File: src/rtl/spi_bitmap_writer_if.sv
// Byte stream from the SPI slave receiver and write port toward the bitmap RAM.
// Handshake: DataValid_i is a one-cycle valid pulse with no ready/backpressure; Data_i and DC_i are meaningful only while it is high.
interface spi_bitmap_writer_if #(
  parameter int ADDRESS_WIDTH = 11
);
  logic                     TransmissionStart_i;
  logic                     DataValid_i;
  logic [7:0]               Data_i;
  logic                     DC_i;
  logic                     WriteEnable_o;
  logic [ADDRESS_WIDTH-1:0] WriteAddress_o;
  logic [7:0]               WriteData_o;
  logic                     Busy_o;
  logic                     Error_o;
  logic [2:0]               state_dbg;

  modport master (
    output TransmissionStart_i, DataValid_i, Data_i, DC_i,
    input  WriteEnable_o, WriteAddress_o, WriteData_o, Busy_o, Error_o, state_dbg
  );

  modport slave (
    input  TransmissionStart_i, DataValid_i, Data_i, DC_i,
    output WriteEnable_o, WriteAddress_o, WriteData_o, Busy_o, Error_o, state_dbg
  );
endinterface

File: src/rtl/spi_bitmap_writer.sv
// Decodes SPI data/command bytes into bitmap RAM writes: pixel data at an
// auto-incrementing pointer, plus SET_ADDR, FILL and HOME commands.
module spi_bitmap_writer #(
  parameter int ADDRESS_WIDTH = 11,
  parameter int MEMORY_DEPTH  = 1536
) (
  input logic              Clock,
  input logic              Reset,
  spi_bitmap_writer_if.slave bus
);

  typedef enum logic [2:0] {
    S_IDLE     = 3'd0,
    S_ADDR_HI  = 3'd1,
    S_ADDR_LO  = 3'd2,
    S_FILL_VAL = 3'd3,
    S_FILLING  = 3'd4
  } state_t;

  localparam logic [ADDRESS_WIDTH-1:0] LAST_ADDR = ADDRESS_WIDTH'(MEMORY_DEPTH - 1);
  localparam logic [15:0]              DEPTH16   = 16'(MEMORY_DEPTH);

  state_t                   state, state_nx, dec_state;
  logic [ADDRESS_WIDTH-1:0] ptr, ptr_nx;
  logic [7:0]               addr_hi, addr_hi_nx;
  logic [7:0]               fill_val, fill_val_nx;
  logic [ADDRESS_WIDTH-1:0] fill_cnt, fill_cnt_nx;
  logic                     we_q, we_nx;
  logic [ADDRESS_WIDTH-1:0] waddr_q, waddr_nx;
  logic [7:0]               wdata_q, wdata_nx;
  logic                     busy_q, busy_nx;
  logic                     err_q, err_nx;
  logic [15:0]              set_value;

  always_ff @(posedge Clock or posedge Reset) begin
    if (Reset) begin
      state    <= S_IDLE;
      ptr      <= '0;
      addr_hi  <= '0;
      fill_val <= '0;
      fill_cnt <= '0;
      we_q     <= 1'b0;
      waddr_q  <= '0;
      wdata_q  <= '0;
      busy_q   <= 1'b0;
      err_q    <= 1'b0;
    end else begin
      state    <= state_nx;
      ptr      <= ptr_nx;
      addr_hi  <= addr_hi_nx;
      fill_val <= fill_val_nx;
      fill_cnt <= fill_cnt_nx;
      we_q     <= we_nx;
      waddr_q  <= waddr_nx;
      wdata_q  <= wdata_nx;
      busy_q   <= busy_nx;
      err_q    <= err_nx;
    end
  end

  always_comb begin
    state_nx    = state;
    ptr_nx      = ptr;
    addr_hi_nx  = addr_hi;
    fill_val_nx = fill_val;
    fill_cnt_nx = fill_cnt;
    we_nx       = 1'b0;
    waddr_nx    = waddr_q;
    wdata_nx    = wdata_q;
    busy_nx     = 1'b0;
    err_nx      = err_q;
    set_value   = {addr_hi, bus.Data_i};

    // A CS falling edge cancels any half-received parameter sequence before
    // the byte of the same cycle is decoded.
    dec_state = state;
    if (bus.TransmissionStart_i &&
        (state == S_ADDR_HI || state == S_ADDR_LO || state == S_FILL_VAL)) begin
      dec_state = S_IDLE;
    end
    state_nx = dec_state;

    if (dec_state == S_FILLING) begin
      we_nx    = 1'b1;
      busy_nx  = 1'b1;
      waddr_nx = fill_cnt;
      wdata_nx = fill_val;
      if (fill_cnt == LAST_ADDR) begin
        state_nx    = S_IDLE;
        ptr_nx      = '0;
        fill_cnt_nx = '0;
      end else begin
        fill_cnt_nx = fill_cnt + 1'b1;
      end
      if (bus.DataValid_i) err_nx = 1'b1;
    end else if (bus.DataValid_i) begin
      if (bus.DC_i) begin
        we_nx    = 1'b1;
        waddr_nx = ptr;
        wdata_nx = bus.Data_i;
        ptr_nx   = (ptr == LAST_ADDR) ? '0 : ptr + 1'b1;
        state_nx = S_IDLE;
      end else begin
        case (dec_state)
          S_IDLE: begin
            case (bus.Data_i)
              8'h01:   state_nx = S_ADDR_HI;
              8'h02:   state_nx = S_FILL_VAL;
              8'h03:   ptr_nx   = '0;
              default: state_nx = S_IDLE;
            endcase
          end
          S_ADDR_HI: begin
            addr_hi_nx = bus.Data_i;
            state_nx   = S_ADDR_LO;
          end
          S_ADDR_LO: begin
            if (set_value < DEPTH16) begin
              ptr_nx = set_value[ADDRESS_WIDTH-1:0];
            end else begin
              ptr_nx = '0;
              err_nx = 1'b1;
            end
            state_nx = S_IDLE;
          end
          S_FILL_VAL: begin
            // Address 0 goes out right away; the counter then walks 1..LAST.
            fill_val_nx = bus.Data_i;
            we_nx       = 1'b1;
            busy_nx     = 1'b1;
            waddr_nx    = '0;
            wdata_nx    = bus.Data_i;
            fill_cnt_nx = ADDRESS_WIDTH'(1);
            state_nx    = S_FILLING;
          end
          default: state_nx = S_IDLE;
        endcase
      end
    end
  end

  assign bus.WriteEnable_o  = we_q;
  assign bus.WriteAddress_o = waddr_q;
  assign bus.WriteData_o    = wdata_q;
  assign bus.Busy_o         = busy_q;
  assign bus.Error_o        = err_q;
  assign bus.state_dbg      = state;

endmodule
File: src/flat_wrapper.sv
// flat-port wrapper written by rule: the top's interface ports become plain ports
module spi_bitmap_writer_flat 
#(
  parameter int ADDRESS_WIDTH = 11,
  parameter int MEMORY_DEPTH  = 1536
)
  (Clock, Reset, bus_TransmissionStart_i, bus_DataValid_i, bus_Data_i, bus_DC_i, bus_WriteEnable_o, bus_WriteAddress_o, bus_WriteData_o, bus_Busy_o, bus_Error_o, bus_state_dbg);
  spi_bitmap_writer_if #(.ADDRESS_WIDTH(ADDRESS_WIDTH)) bus_i ();
  input logic Clock;
  input logic Reset;
  input wire logic [$bits(bus_i.TransmissionStart_i)-1:0] bus_TransmissionStart_i;
  input wire logic [$bits(bus_i.DataValid_i)-1:0] bus_DataValid_i;
  input wire logic [$bits(bus_i.Data_i)-1:0] bus_Data_i;
  input wire logic [$bits(bus_i.DC_i)-1:0] bus_DC_i;
  output wire logic [$bits(bus_i.WriteEnable_o)-1:0] bus_WriteEnable_o;
  output wire logic [$bits(bus_i.WriteAddress_o)-1:0] bus_WriteAddress_o;
  output wire logic [$bits(bus_i.WriteData_o)-1:0] bus_WriteData_o;
  output wire logic [$bits(bus_i.Busy_o)-1:0] bus_Busy_o;
  output wire logic [$bits(bus_i.Error_o)-1:0] bus_Error_o;
  output wire logic [$bits(bus_i.state_dbg)-1:0] bus_state_dbg;
  assign bus_i.TransmissionStart_i = bus_TransmissionStart_i;
  assign bus_i.DataValid_i = bus_DataValid_i;
  assign bus_i.Data_i = bus_Data_i;
  assign bus_i.DC_i = bus_DC_i;
  assign bus_WriteEnable_o = bus_i.WriteEnable_o;
  assign bus_WriteAddress_o = bus_i.WriteAddress_o;
  assign bus_WriteData_o = bus_i.WriteData_o;
  assign bus_Busy_o = bus_i.Busy_o;
  assign bus_Error_o = bus_i.Error_o;
  assign bus_state_dbg = bus_i.state_dbg;
  spi_bitmap_writer #(.ADDRESS_WIDTH(ADDRESS_WIDTH), .MEMORY_DEPTH(MEMORY_DEPTH)) u_core (.Clock(Clock), .Reset(Reset), .bus(bus_i));
endmodule
File: config.mk
export PLATFORM = sky130hd
export DESIGN_NAME = spi_bitmap_writer_flat
export DESIGN_NICKNAME = d
export VERILOG_FILES = /design/src/rtl/spi_bitmap_writer_if.sv /design/src/rtl/spi_bitmap_writer.sv /design/src/flat_wrapper.sv
export SDC_FILE = /design/constraint.sdc
export NUM_CORES = 1
export LEC_CHECK = 0
export BUFFER_PORTS_ARGS = -buffer_cell sky130_fd_sc_hd__buf_2
export CAP_MARGIN = 40
export CORE_ASPECT_RATIO = 0.5
export CORE_UTILIZATION = 28
export DETAILED_ROUTE_END_ITERATION = 6
export HOLD_SLACK_MARGIN = 0.05
export PLACE_DENSITY = 0.55
export RECOVER_POWER = 100
export SLEW_MARGIN = 10
export SYNTH_ARGS = -nofsm -noshare
export SYNTH_HDL_FRONTEND = slang
export SYNTH_SLANG_ARGS = --single-unit
File: constraint.sdc
create_clock -name Clock -period 5.46 [get_ports Clock]
set_input_delay 0.546 -clock Clock [delete_from_list [all_inputs] [get_ports Clock]]
set_output_delay 0.546 -clock Clock [all_outputs]
set_load 0.1 [all_outputs]
# Word-level counts from Yosys, hierarchy flattened
# Cells that the tools add are included.
[word_totals] word_cells=87 ff_bits=63 out_inout_bits=25 input_bits=13
[classes] n_bitwise=2 n_lt_le_gt_ge=1 addsub=2 muxes=41 n_reduce_logical=15 n_eq_ne=16
[op_table] cell="two-way mux 11 bit" count=16
[op_table] cell="two-way mux 8 bit" count=4
[op_table] cell="adder 11 x 1 -> 11 bit (second input constant)" count=2
[op_table] cell="== test 11 bit (second input constant)" count=2
[op_table] cell="case mux 11 bit (2 select lines)" count=1
[op_table] cell="case mux 3 bit (3 select lines)" count=2
[op_table] cell="== test 8 x 2 -> 1 bit (second input constant)" count=2
[op_table] cell="< comparator 16 x 11 -> 1 bit (second input constant)" count=1
[op_table] cell="AND reduction 4 bit" count=4
[op_table] cell="two-way mux 3 bit" count=5
[op_table] cell="two-way mux 1 bit" count=13
[op_table] cell="== test 3 x 2 -> 1 bit (second input constant)" count=4
[op_table] cell="== test 8 x 1 -> 1 bit (second input constant)" count=1
[op_table] cell="== test 3 x 1 -> 1 bit (second input constant)" count=2
[op_table] cell="nonzero test 2 bit" count=3
[op_table] cell="!= test 2 x 1 -> 1 bit (second input constant)" count=2
[op_table] cell="!= test 4 x 3 -> 1 bit (second input constant)" count=1
[op_table] cell="nonzero test 4 bit" count=1
[op_table] cell="== test 3 bit (second input constant)" count=1
[op_table] cell="logical NOT 3 bit" count=1
[op_table] cell="AND reduction 3 bit" count=1
[op_table] cell="nonzero test 3 bit" count=1
[op_table] cell="logical OR 1 bit" count=2
[op_table] cell="!= test 2 bit (second input constant)" count=1
[op_table] cell="other kinds (3)" count=4

# Depth between registers and ports, before layout
[logic_depth] word_depth=10 ltp_mapped=7 depth_no_buf=6

# Least setup slack after synthesis
# OpenSTA, ideal clock, no wires.
[synth_timing] kind="register to register" startpoint="reg u_core.state[0], in the netlist u_core.bus.state_dbg[0]" endpoint="reg u_core.ptr[8]" arrival_ns=2.240 period_less_slack_ns=2.358 path_slack_ns=3.102 path_buffers=1 t_required_ns=5.342 path_stages_with_launch=7 setup_ns=0.118 cell_sequence="dfrtp_1 > buf_2 > or3b_1 > nor4_1 > o22ai_2 > o21bai_1 > a21o_1"
[synth_via] elab_chain_cells=10 elab_cells_between_ends=19 cone_classes="7 x eq/ne; 5 x mux; 7 x reduce/logical"
[synth_lines] item="start: declaration" line_no="spi_bitmap_writer.sv:23" rtl="state_t state, state_nx, dec_state;"
[synth_lines] item="start signal: assignment" line_no="spi_bitmap_writer.sv:48" rtl="state <= state_nx;"
[synth_lines] item="== test 3 x 1 -> 1 bit or == test 3 x 2 -> 1 bit (tied branches)" line_no="spi_bitmap_writer.sv:78" rtl="(state == S_ADDR_HI || state == S_ADDR_LO || state == S_FILL_VAL)) begin"
[synth_lines] item="logical OR 1 bit (2 in a row)" line_no="spi_bitmap_writer.sv:78"
[synth_lines] item="logical AND 1 bit" line_no="spi_bitmap_writer.sv:77" rtl="if (bus.TransmissionStart_i &&"
[synth_lines] item="two-way mux 3 bit (*)" line_no="spi_bitmap_writer.sv:77"
[synth_lines] item="== test 3 x 2 -> 1 bit or logical NOT 3 bit (tied branches)" line_no="spi_bitmap_writer.sv:104" rtl="case (dec_state)"
[synth_lines] item="case mux 11 bit (2 select lines)" line_no="spi_bitmap_writer.sv:104"
[synth_lines] item="two-way mux 11 bit" line_no="spi_bitmap_writer.sv:97" rtl="if (bus.DC_i) begin"
[synth_lines] item="two-way mux 11 bit" line_no="spi_bitmap_writer.sv:96" rtl="end else if (bus.DataValid_i) begin"
[synth_lines] item="two-way mux 11 bit" line_no="spi_bitmap_writer.sv:83" rtl="if (dec_state == S_FILLING) begin"
[synth_lines] item="end signal: assignment" line_no="spi_bitmap_writer.sv:49" rtl="ptr <= ptr_nx;"
[synth_lines] item="end: declaration" line_no="spi_bitmap_writer.sv:24" rtl="logic [ADDRESS_WIDTH-1:0] ptr, ptr_nx;"
# Mark *: on every way between the ends. The rest lies on a longest branch, timed or not. The select of a mux whose other input is x is not followed.
# A chain may end at the register's enable or synchronous reset.

# Final worst setup path
[layout_timing] startpoint="reg u_core.state[2], in the netlist u_core.bus.state_dbg[2]" endpoint="reg u_core.ptr[10]"
# Same word-level chain as after synthesis.

==> results.txt <==
P_sw -> 0.00115 W
IO Port Bufs -> 37
Sequential area share after synthesis -> 50.5%
Slew Viols, Final -> 40
First-pass GRT wire length -> 13.0 mm
Num CTS Buffers -> 9
Rows -> 26
Initial DRC Count -> 177
Worst slew pin tran -> 1.62 ns
Reg clk slew, reported paths -> 0.05 ns
Post-DP HPWL -> 5.34 mm
Main synth FF type -> dfrtp_1
DR pass1 iterations -> 4
Critical Path Fanout Max -> 24
Reg-to-reg endpoint -> u_core.ptr[10]$_DFFE_PP0P_
Setup Skew -> 0.00804 ns
Largest net degree at the start of global routing -> 64
RSZ-0062 raised after global routing -> false
Critical R2R Launch -> u_core.bus.state_dbg[2]$_DFF_PP0_
Run status -> complete, but fails checks
Setup Buffers After CTS -> 0
Clk network pwr share -> 24.7%
Clk root buf -> clkbuf_16
CP arrival -> 3.70 ns
IO Count -> 38
Number of fillers in the final layout -> 1,098
Synthesized area per cell -> 9.52 um^2
Vias -> 2,576
Count leader, synth -> dfrtp_1
RD Place Congestion -> 0.794
Biggest area consumer among synthesized cells -> dfrtp_1
Clk_lat worst skew -> 0.33 ns
Chip height -> 76.7 um
VDD IR max -> 0.228 mV
# placed instances -> 492
CTS tree -> yes
CTS resizes -> 0
Combinational share of power -> 44.1%
CP endpoint kind -> flip-flop
Post-Layout Inst Area -> 3690 um^2
Share of cells above drive strength 1 -> 13.6%
Final wirelength -> 7.81 mm
R2R cell count -> 6
MaxCap Viol Count -> 1
Starting Density -> 29.7%
Max Root-Sink Buffers -> 2
Final Setup Violations -> 0
Synth top cells by count -> dfrtp_1, nand2_1, nor2_1
Worst Setup Path Type -> reg2reg
DR vias/cell -> 5.08
Global route overflow -> 0
Routed WL per cell -> 15.4 um
Top-area cell type share of the netlist area -> 50.5%
DIE WIDTH -> 151 um
Post-synthesis register bit count -> 63
Reg2Reg Setup Slack -> 2.01 ns
Synth area leaders -> dfrtp_1, mux2_2, nand2_1, a31oi_1, nor2_1
Antenna Nets Post-Route -> 0
DRC viols -> 0
Hold WC Path Type -> in2async
Antenna fix cells -> 0
Slew HR -> -7.88%
Antenna violations before repair -> 0
Core area -> 10,500 um^2
Max Clk Rate -> 0.290 GHz
Static leakage -> 1.48 nW
Async set-reset flop share out of synthesis -> 100%
Hold_ws -> 0.447 ns
YS warnings -> 0
Post-synth EDFFs -> 0
Synthesized area -> 3120 um^2
Internal power -> 0.00115 W
H-tree depth -> 3
Total Die Area -> 11,600 um^2
Cts hold-fix bufs -> 0
Layout area overhead -> 18.0%
Worst Setup Start Kind -> flip-flop
Gr usage total -> 14.8%
Part of the cycle the worst path needs -> 63.3%
Power density over the cells -> 624 nW/um^2
Placed cell area -> 3440 um^2
Switching part of the total power -> 50.0%
Mapped Cells -> 328
Post-synthesis net count -> 343
Failing checks -> max-capacitance violations, max-slew violations
CTS Sinks -> 63
CP required -> 5.70 ns
Distinct cell type count after synthesis -> 48
Register share of total power -> 31.2%
Number of global-route vias before repair -> 2,417
Net count, final -> 378
Final Hold Fails -> 0
Setup TNS -> 0 ns
Finished Layout Cells -> 507
Tmin final -> 3.45 ns
## logic make-up after synthesis
logic type / synth area share (%)
AND/OR/NAND/NOR: 21.6
multiplexers: 6.09
XOR/XNOR: 0.561
buffers and inverters: 3.25
AO/OA/AOI/OAI: 17.2
adder cells (fa/ha/maj): 0.801
flip-flops: 50.5
## registers in the layout (all words and copies together) (netlist names)
signal,count
u_core.bus.WriteAddress_o,11
u_core.fill_cnt,11
u_core.bus.WriteData_o,8
u_core.bus.Error_o,1
u_core.fill_val,8
u_core.ptr,11
u_core.bus.state_dbg,3
u_core.bus.WriteEnable_o,1
u_core.bus.Busy_o,1
u_core.addr_hi,8
## critical path: stages, from the launching register on
cell,delay (ns)
dfrtp_1,0.46
or3b_1,0.37
clkbuf_1,0.78
nor4_1,0.22
o22ai_1,1.11
o21bai_1,0.28
o2bb2ai_1,0.14
## worst max path at each step
stage | cells past startpoint | endpoint | start
after floorplan | 6 | u_core.ptr[8]$_DFFE_PP0P_ | u_core.bus.state_dbg[0]$_DFF_PP0_
after global placement | 6 | u_core.ptr[8]$_DFFE_PP0P_ | u_core.bus.state_dbg[2]$_DFF_PP0_
after detailed placement | 6 | u_core.ptr[8]$_DFFE_PP0P_ | u_core.bus.state_dbg[2]$_DFF_PP0_
after CTS | 6 | u_core.ptr[8]$_DFFE_PP0P_ | u_core.bus.state_dbg[2]$_DFF_PP0_
after global routing | 6 | u_core.ptr[3]$_DFFE_PP0P_ | u_core.bus.state_dbg[2]$_DFF_PP0_
final | 6 | u_core.ptr[10]$_DFFE_PP0P_ | u_core.bus.state_dbg[2]$_DFF_PP0_
## layout make-up
cell class	count	area (um^2)	area share (%)
Clock inverter	3	42.5	1.15
Timing Repair Buffer	42	184	4.99
Tap cell	140	175	4.75
Inverter	5	18.8	0.509
Clock buffer	12	256	6.96
Sequential cell	63	1580	42.8
Multi-Input combinational cell	242	1430	38.9
## routing by layer
| layer | global-route usage (%) | vias to the layer above | routed length [um] |
|---|---|---|---|
| li1 | - | 1271 | - |
| met1 | 20.7 | 1257 | 3930 |
| met2 | 21.6 | 40 | 3500 |
| met3 | 4.40 | 8 | 295 |
| met4 | 5.10 | 0 | 89 |
| met5 | 0 | - | 0 |
## power by group through the flow
stage / combinational, W / sequential [W] / clock, W
4_1_cts: 0.00105 / 0.000717 / 0.000584
6_report: 0.00101 / 0.000717 / 0.000569
3_3_place_gp: 0.00105 / 0.000719 / 0
5_1_grt: 0.00107 / 0.000741 / 0.000601
3_5_place_dp: 0.00105 / 0.000723 / 0
2_1_floorplan: 0.000279 / 0.00130 / 0
## placed cells by master (no fill, tap or decap), types with 2 or more instances in the layout
cell / n
a21o_1: 2
a21oi_1: 15
a22o_1: 4
a31oi_1: 24
and4_1: 2
buf_2: 12
buf_4: 3
clkbuf_1: 28
clkbuf_16: 9
clkbuf_8: 2
dfrtp_1: 63
ha_1: 2
inv_1: 5
mux2_2: 16
nand2_1: 42
nand2b_1: 3
nand3_1: 18
nand4_1: 5
nor2_1: 36
nor2b_1: 2
nor3_1: 6
nor3b_1: 3
nor4_1: 4
nor4b_1: 3
o21ai_0: 22
o21ai_1: 7
o21bai_1: 2
or3_1: 2
or4_1: 2
xnor2_1: 2
## through the flow
step	total power (W)	utilization [%]	worst slack [ns]
floorplan	0.00158	-	3.10
global placement	0.00177	32.8	2.73
detailed placement	0.00177	32.8	2.67
CTS	0.00235	35.6	2.66
global route	0.00241	35.1	1.52
finish	0.00230	35.1	2.01
Note: power is estimated with default switching activity, not from simulation.
